==> src/rtl/spi_slave_rx.sv <==
// spi_slave_rx: 4-wire SPI receiver that tags each byte with D/C and queues {dc, byte} words in a FWFT FIFO.
// Ports:
//   clk, rst            system clock (>= 4x SCK) and asynchronous active-high reset
//   spi_sck, spi_mosi   serial clock and MSB-first serial data
//   spi_dc, spi_cs      data/command flag and active-low chip select
//   rd_en, rd_data      pop strobe and FIFO head word {dc, byte}
//   rd_valid            FIFO not empty
//   fifo_level          number of queued words
//   clr_overflow        clears the sticky overflow flag
//   overflow            sticky: a word was dropped on a full FIFO
//   frame_error         one-cycle pulse when CS rises mid-byte
//   busy                CS asserted or a partial byte is held
module spi_slave_rx #(
    parameter int DATA_SIZE   = 9,
    parameter int FIFO_DEPTH  = 4,
    parameter int SYNC_STAGES = 2
) (
    input  logic                            clk,
    input  logic                            rst,
    input  logic                            spi_sck,
    input  logic                            spi_mosi,
    input  logic                            spi_dc,
    input  logic                            spi_cs,
    input  logic                            rd_en,
    input  logic                            clr_overflow,
    output logic [DATA_SIZE-1:0]            rd_data,
    output logic                            rd_valid,
    output logic [$clog2(FIFO_DEPTH):0]     fifo_level,
    output logic                            overflow,
    output logic                            frame_error,
    output logic                            busy
);
    localparam int AW = $clog2(FIFO_DEPTH);
    localparam int LW = AW + 1;

    typedef enum logic {IDLE, SHIFT} state_t;
    state_t state, state_nx;

    logic [SYNC_STAGES-1:0] sck_sr, mosi_sr, dc_sr, cs_sr;
    logic                   sck_s, mosi_s, dc_s, cs_s, sck_d, sck_rise;
    logic                   shift_en, byte_done, abort;
    logic [2:0]             cnt;
    logic [6:0]             shift;
    logic                   push_q;
    logic [DATA_SIZE-1:0]   word_q, last_q;
    logic [DATA_SIZE-1:0]   mem [FIFO_DEPTH];
    logic [AW-1:0]          wr_ptr, rd_ptr;
    logic [LW-1:0]          level;
    logic                   pop, full, wr;

    // All four pins go through the same depth so mosi/dc stay aligned with sck.
    always_ff @(posedge clk or posedge rst)
        if (rst) begin
            sck_sr  <= '0;
            mosi_sr <= '0;
            dc_sr   <= '0;
            cs_sr   <= '1;
            sck_d   <= 1'b0;
        end else begin
            sck_sr  <= {sck_sr[SYNC_STAGES-2:0], spi_sck};
            mosi_sr <= {mosi_sr[SYNC_STAGES-2:0], spi_mosi};
            dc_sr   <= {dc_sr[SYNC_STAGES-2:0], spi_dc};
            cs_sr   <= {cs_sr[SYNC_STAGES-2:0], spi_cs};
            sck_d   <= sck_s;
        end

    assign sck_s    = sck_sr[SYNC_STAGES-1];
    assign mosi_s   = mosi_sr[SYNC_STAGES-1];
    assign dc_s     = dc_sr[SYNC_STAGES-1];
    assign cs_s     = cs_sr[SYNC_STAGES-1];
    assign sck_rise = sck_s & ~sck_d;

    always_ff @(posedge clk or posedge rst)
        if (rst) state <= IDLE;
        else     state <= state_nx;

    always_comb state_nx = cs_s ? IDLE : SHIFT;

    // Shifting keys off CS rather than state so a rise in the first CS-low cycle is not lost.
    always_comb begin
        shift_en  = ~cs_s & sck_rise;
        byte_done = shift_en & (cnt == 3'd7);
        abort     = (state == SHIFT) & cs_s & (cnt != 3'd0);
    end

    always_ff @(posedge clk or posedge rst)
        if (rst) begin
            cnt         <= '0;
            shift       <= '0;
            push_q      <= 1'b0;
            word_q      <= '0;
            frame_error <= 1'b0;
        end else begin
            cnt         <= cs_s ? 3'd0 : shift_en ? cnt + 3'd1 : cnt;
            if (shift_en) shift <= {shift[5:0], mosi_s};
            push_q      <= byte_done;
            if (byte_done) word_q <= DATA_SIZE'({dc_s, shift, mosi_s});
            frame_error <= abort;
        end

    assign busy = ~cs_s | (cnt != 3'd0);

    // A pop on a full FIFO frees the slot the simultaneous push needs.
    assign pop  = rd_en & (level != '0);
    assign full = level == LW'(FIFO_DEPTH);
    assign wr   = push_q & (~full | pop);

    always_ff @(posedge clk)
        if (wr) mem[wr_ptr] <= word_q;

    always_ff @(posedge clk or posedge rst)
        if (rst) begin
            wr_ptr   <= '0;
            rd_ptr   <= '0;
            level    <= '0;
            overflow <= 1'b0;
            last_q   <= '0;
        end else begin
            wr_ptr   <= wr_ptr + AW'(wr);
            rd_ptr   <= rd_ptr + AW'(pop);
            level    <= level + LW'(wr) - LW'(pop);
            overflow <= (push_q & ~wr) ? 1'b1 : clr_overflow ? 1'b0 : overflow;
            if (pop) last_q <= mem[rd_ptr];
        end

    assign rd_valid   = level != '0;
    assign fifo_level = level;
    assign rd_data    = rd_valid ? mem[rd_ptr] : last_q;
endmodule

==> config.mk <==
export PLATFORM = sky130hd
export DESIGN_NAME = spi_slave_rx
export DESIGN_NICKNAME = d
export VERILOG_FILES = /design/src/rtl/spi_slave_rx.sv
export SDC_FILE = /design/constraint.sdc
export NUM_CORES = 1
export LEC_CHECK = 0
export ABC_AREA = 1
export BUFFER_PORTS_ARGS = -buffer_cell sky130_fd_sc_hd__buf_2
export CAP_MARGIN = 20
export CORE_UTILIZATION = 42
export CTS_BUF_LIST = sky130_fd_sc_hd__clkbuf_4
export DETAILED_ROUTE_END_ITERATION = 8
export GPL_ROUTABILITY_DRIVEN = 1
export PLACE_DENSITY_LB_ADDON = 0.25
export SLEW_MARGIN = 20
export SYNTH_ARGS = -nofsm -noshare
export SYNTH_HDL_FRONTEND = slang
export SYNTH_SLANG_ARGS = --single-unit
export TNS_END_PERCENT = 10
==> constraint.sdc <==
create_clock -name clk -period 2.5 [get_ports clk]
set_input_delay 0.5 -clock clk [delete_from_list [all_inputs] [get_ports clk]]
set_output_delay 0.5 -clock clk [all_outputs]
set_load 0.005 [all_outputs]
==> metrics.txt <==
global placement routability congestion about 0.66; DRC violations left 0; Tcrit/Tclk final 0.8830; later-pin clock latency in the skew report ~420 ps; Seq pwr share 0.493; CTS root buffer clkbuf_4; vias 2029; biggest area consumer among synthesized cells dfrtp_1; clock sink count 84; final setup skew roughly 19 ps; Post-Synthesis Cells between 300 and 400; hold-fix buffers at CTS 0; post-CTS setup buffer count 0; slack of the critical path slightly below 300 ps; TritonCTS clock tree yes; Post-Route WL just over 5000 um; die area 8464 sq um; Cell Chain, Critical Path buf_4 -> nand2_1 -> nand3_1 -> nand3_1 -> nand2_1 -> buf_2; pwr/cell area around 930 nW/um^2; FF+latch count, synth between 80 and 90; setup violators final 0; Routed Antenna Nets 0; Clk pwr share 0.244; initial antenna violation count 0; Final HPWL DP 3599 um; Final Util 0.4882; Max IR drop VDD ~0.43 mV; Reg clk slew, reported paths ~140 ps; Max-cap violations 0; vias per cell about 4.6; status finished, final reports clean; Post-Syn Nets about 320; diodes inserted 0; Starting Density 0.4380; number of global-route vias before repair roughly 2.0k; final period demand of the worst path roughly 2200 ps; Layout Area Growth over Synthesis 11.47%; HP Class in2async; Worst R2R Start fifo_level[1]$_DFF_PP0_; wire length of the first global-routing pass approximately 9000 um; H-tree Lvls 3; largest cells by area after synthesis dfrtp_1, edfxtp_1, nand2_1, nand3_1, ha_1; Yosys top cell area share 0.3384; IO Port Bufs 23; CP Class reg2out; Routed met3 length ~210 um; Register-to-Register Setup Slack 460 ps; Logic pwr share 0.264; nets roughly 350; largest net degree at the start of global routing 30; fin cells between 400 and 500; CTS Buffer Depth 2; Die X about 90 um; Slew headroom 0.6100; RSZ-0062 raised after global routing no; Net Sw Power 1.164 mW; DP Area roughly 3600 sq um; Synth Area per Inst ~11 sq um; Final Hold Violating Endpoints 0; Slowest cell on crit path dfrtp_1; sequential area share after synthesis 0.6716; met1 WL ~2400 um; grt ovf 0; Tot GR Track Use 0.1428; actual slew at the worst max-slew pin a little under 600 ps; arrival time worst endpoint 1710 ps; Met2 Routed Length ~2500 um; fin area around 3800 sq um; Ys Warns 0; Startpoint Class flop; WL/cell 11.68 um; layout cells sized above 1 0.1959; initial drt markers 81; RR Endpoint fifo_level[2]$_DFF_PP0_; num ports 24; Setup WS pre-CTS 294.2 ps; Core Region between 7000 and 8000 sq um; CP Max Fanout 13; Peak Freq between 0.4 and 0.5 GHz; leakage power 1.776 nW; Initial DRT Pass Iterations 4; Die Ht ~90 um; Worst EP required roughly 2000 ps; uppermost routed layer met4; num rows 32; CTS buffer count 9; Fill cells roughly 730; Cell Count Post-Placement 428; Largest stage delay, worst path 570 ps; Synth cell types 25; Mapped Area roughly 3400 sq um; Pint 2.356 mW; crit end category output port; reg2reg path depth 8; Sw Share 0.3308; setup TNS 0 ps; Max Slew Vio Count 0
-- how the worst max path moves through the flow --
stage | from | endpoint | slack (ps)
6_report | rd_ptr[0]$_DFF_PP0_ | rd_data[2] | 290
3_3_place_gp | rd_en | fifo_level[2]$_DFF_PP0_ | 380
5_1_grt | fifo_level[2]$_DFF_PP0_ | rd_data[2] | 110
3_5_place_dp | rd_en | fifo_level[2]$_DFF_PP0_ | 290
2_1_floorplan | rd_en | fifo_level[2]$_DFF_PP0_ | 560
4_1_cts | rd_ptr[1]$_DFF_PP0_ | rd_data[2] | 110
-- repair_timing --
| item | CTS | global route |
|---|---|---|
| gates resized for setup | 0 | 2 |
| setup endpoints to repair | 0 | 9 |
| hold endpoints to repair | 0 | 0 |
-- worst max-delay path, delay by kind of cell (launching register included) --
kind          cells  cell delay [ps]
buf+inv           2              380
simple gates      4              340
flops             1              570
-- through the flow --
stage	power [mW]	hold slack (ps)
floorplan	2.424	331.2
global placement	2.661	332.3
detailed placement	2.696	334.7
CTS	3.555	118.0
global route	3.778	117.7
finish	3.520	116.3
-- registers in the layout, summed over array words and instances, names as in the netlist, 3 cells and up --
| signal | cells |
|---|---|
| last_q | 9 |
| cnt | 3 |
| shift | 7 |
| word_q | 9 |
| fifo_level | 3 |
| mem | 36 |
-- cell type report --
| cell class | count | area (sq um) | share of cell area |
|---|---|---|---|
| multi-input cells | 185 | 942.2 | 0.2484 |
| repair buffers | 30 | 167.7 | 0.04421 |
| clock inverters | 7 | 91.34 | 0.02408 |
| well taps | 102 | 127.6 | 0.03365 |
| inverters | 27 | 110.1 | 0.02903 |
| flip-flops and latches | 84 | 2286 | 0.6028 |
| clock buffers | 9 | 67.56 | 0.01782 |
-- Yosys cell counts --
master,number
ha_1,7
nor2_4,2
nand2_1,104
nand2_4,1
xor2_1,3
o22ai_1,1
fa_1,1
a21oi_4,1
clkinv_1,2
buf_2,1
nand3_1,39
buf_6,5
inv_2,1
dfrtp_1,46
inv_1,23
edfxtp_1,36
nor2_1,7
buf_4,1
nand2_2,2
nand3_4,1
inv_6,1
xnor2_1,1
o21ai_1,8
o21ai_2,7
dfstp_2,2
-- cell usage in the layout (no fill, tap or decap), drive strengths merged --
master      n
clkinvlp    1
buf        30
nand3      40
xnor2       1
o21ai      15
dfstp       2
bufinv      2
ha          7
edfxtp     36
clkinv      5
xor2        3
fa          1
inv        26
a21oi       1
dfrtp      46
o22ai       1
nor2        9
nand2     107
clkbuf      9
-- power groups by stage --
stage | clock (mW) | sequential [mW] | combinational [mW]
3_5_place_dp | 0 | 1.76 | 0.939
6_report | 0.859 | 1.73 | 0.928
2_1_floorplan | 0 | 1.70 | 0.725
4_1_cts | 0.883 | 1.73 | 0.943
5_1_grt | 0.935 | 1.76 | 1.09
3_3_place_gp | 0 | 1.75 | 0.912
-- kinds of logic (layout without fill, tap and decap cells) --
kind of cell             count (synthesis)  count (layout)  synth area share
buffers and inverters                   34              73           0.05149
XOR/XNOR                                 4               4           0.01030
AO/OA/AOI/OAI                           17              17           0.03641
AND/OR/NAND/NOR                        156             156            0.1986
flip-flops                              84              84            0.6716
adder cells (fa/ha/maj)                  8               8           0.03163
-- metal layers --
metal  GRT usage  vias to the layer above
met3     0.05224                        7
met4     0.04818                        0
li1            -                     1056
met1      0.1717                      933
met5           0                        -
met2      0.2369                       33
Note: power is estimated with default switching activity, not from simulation.
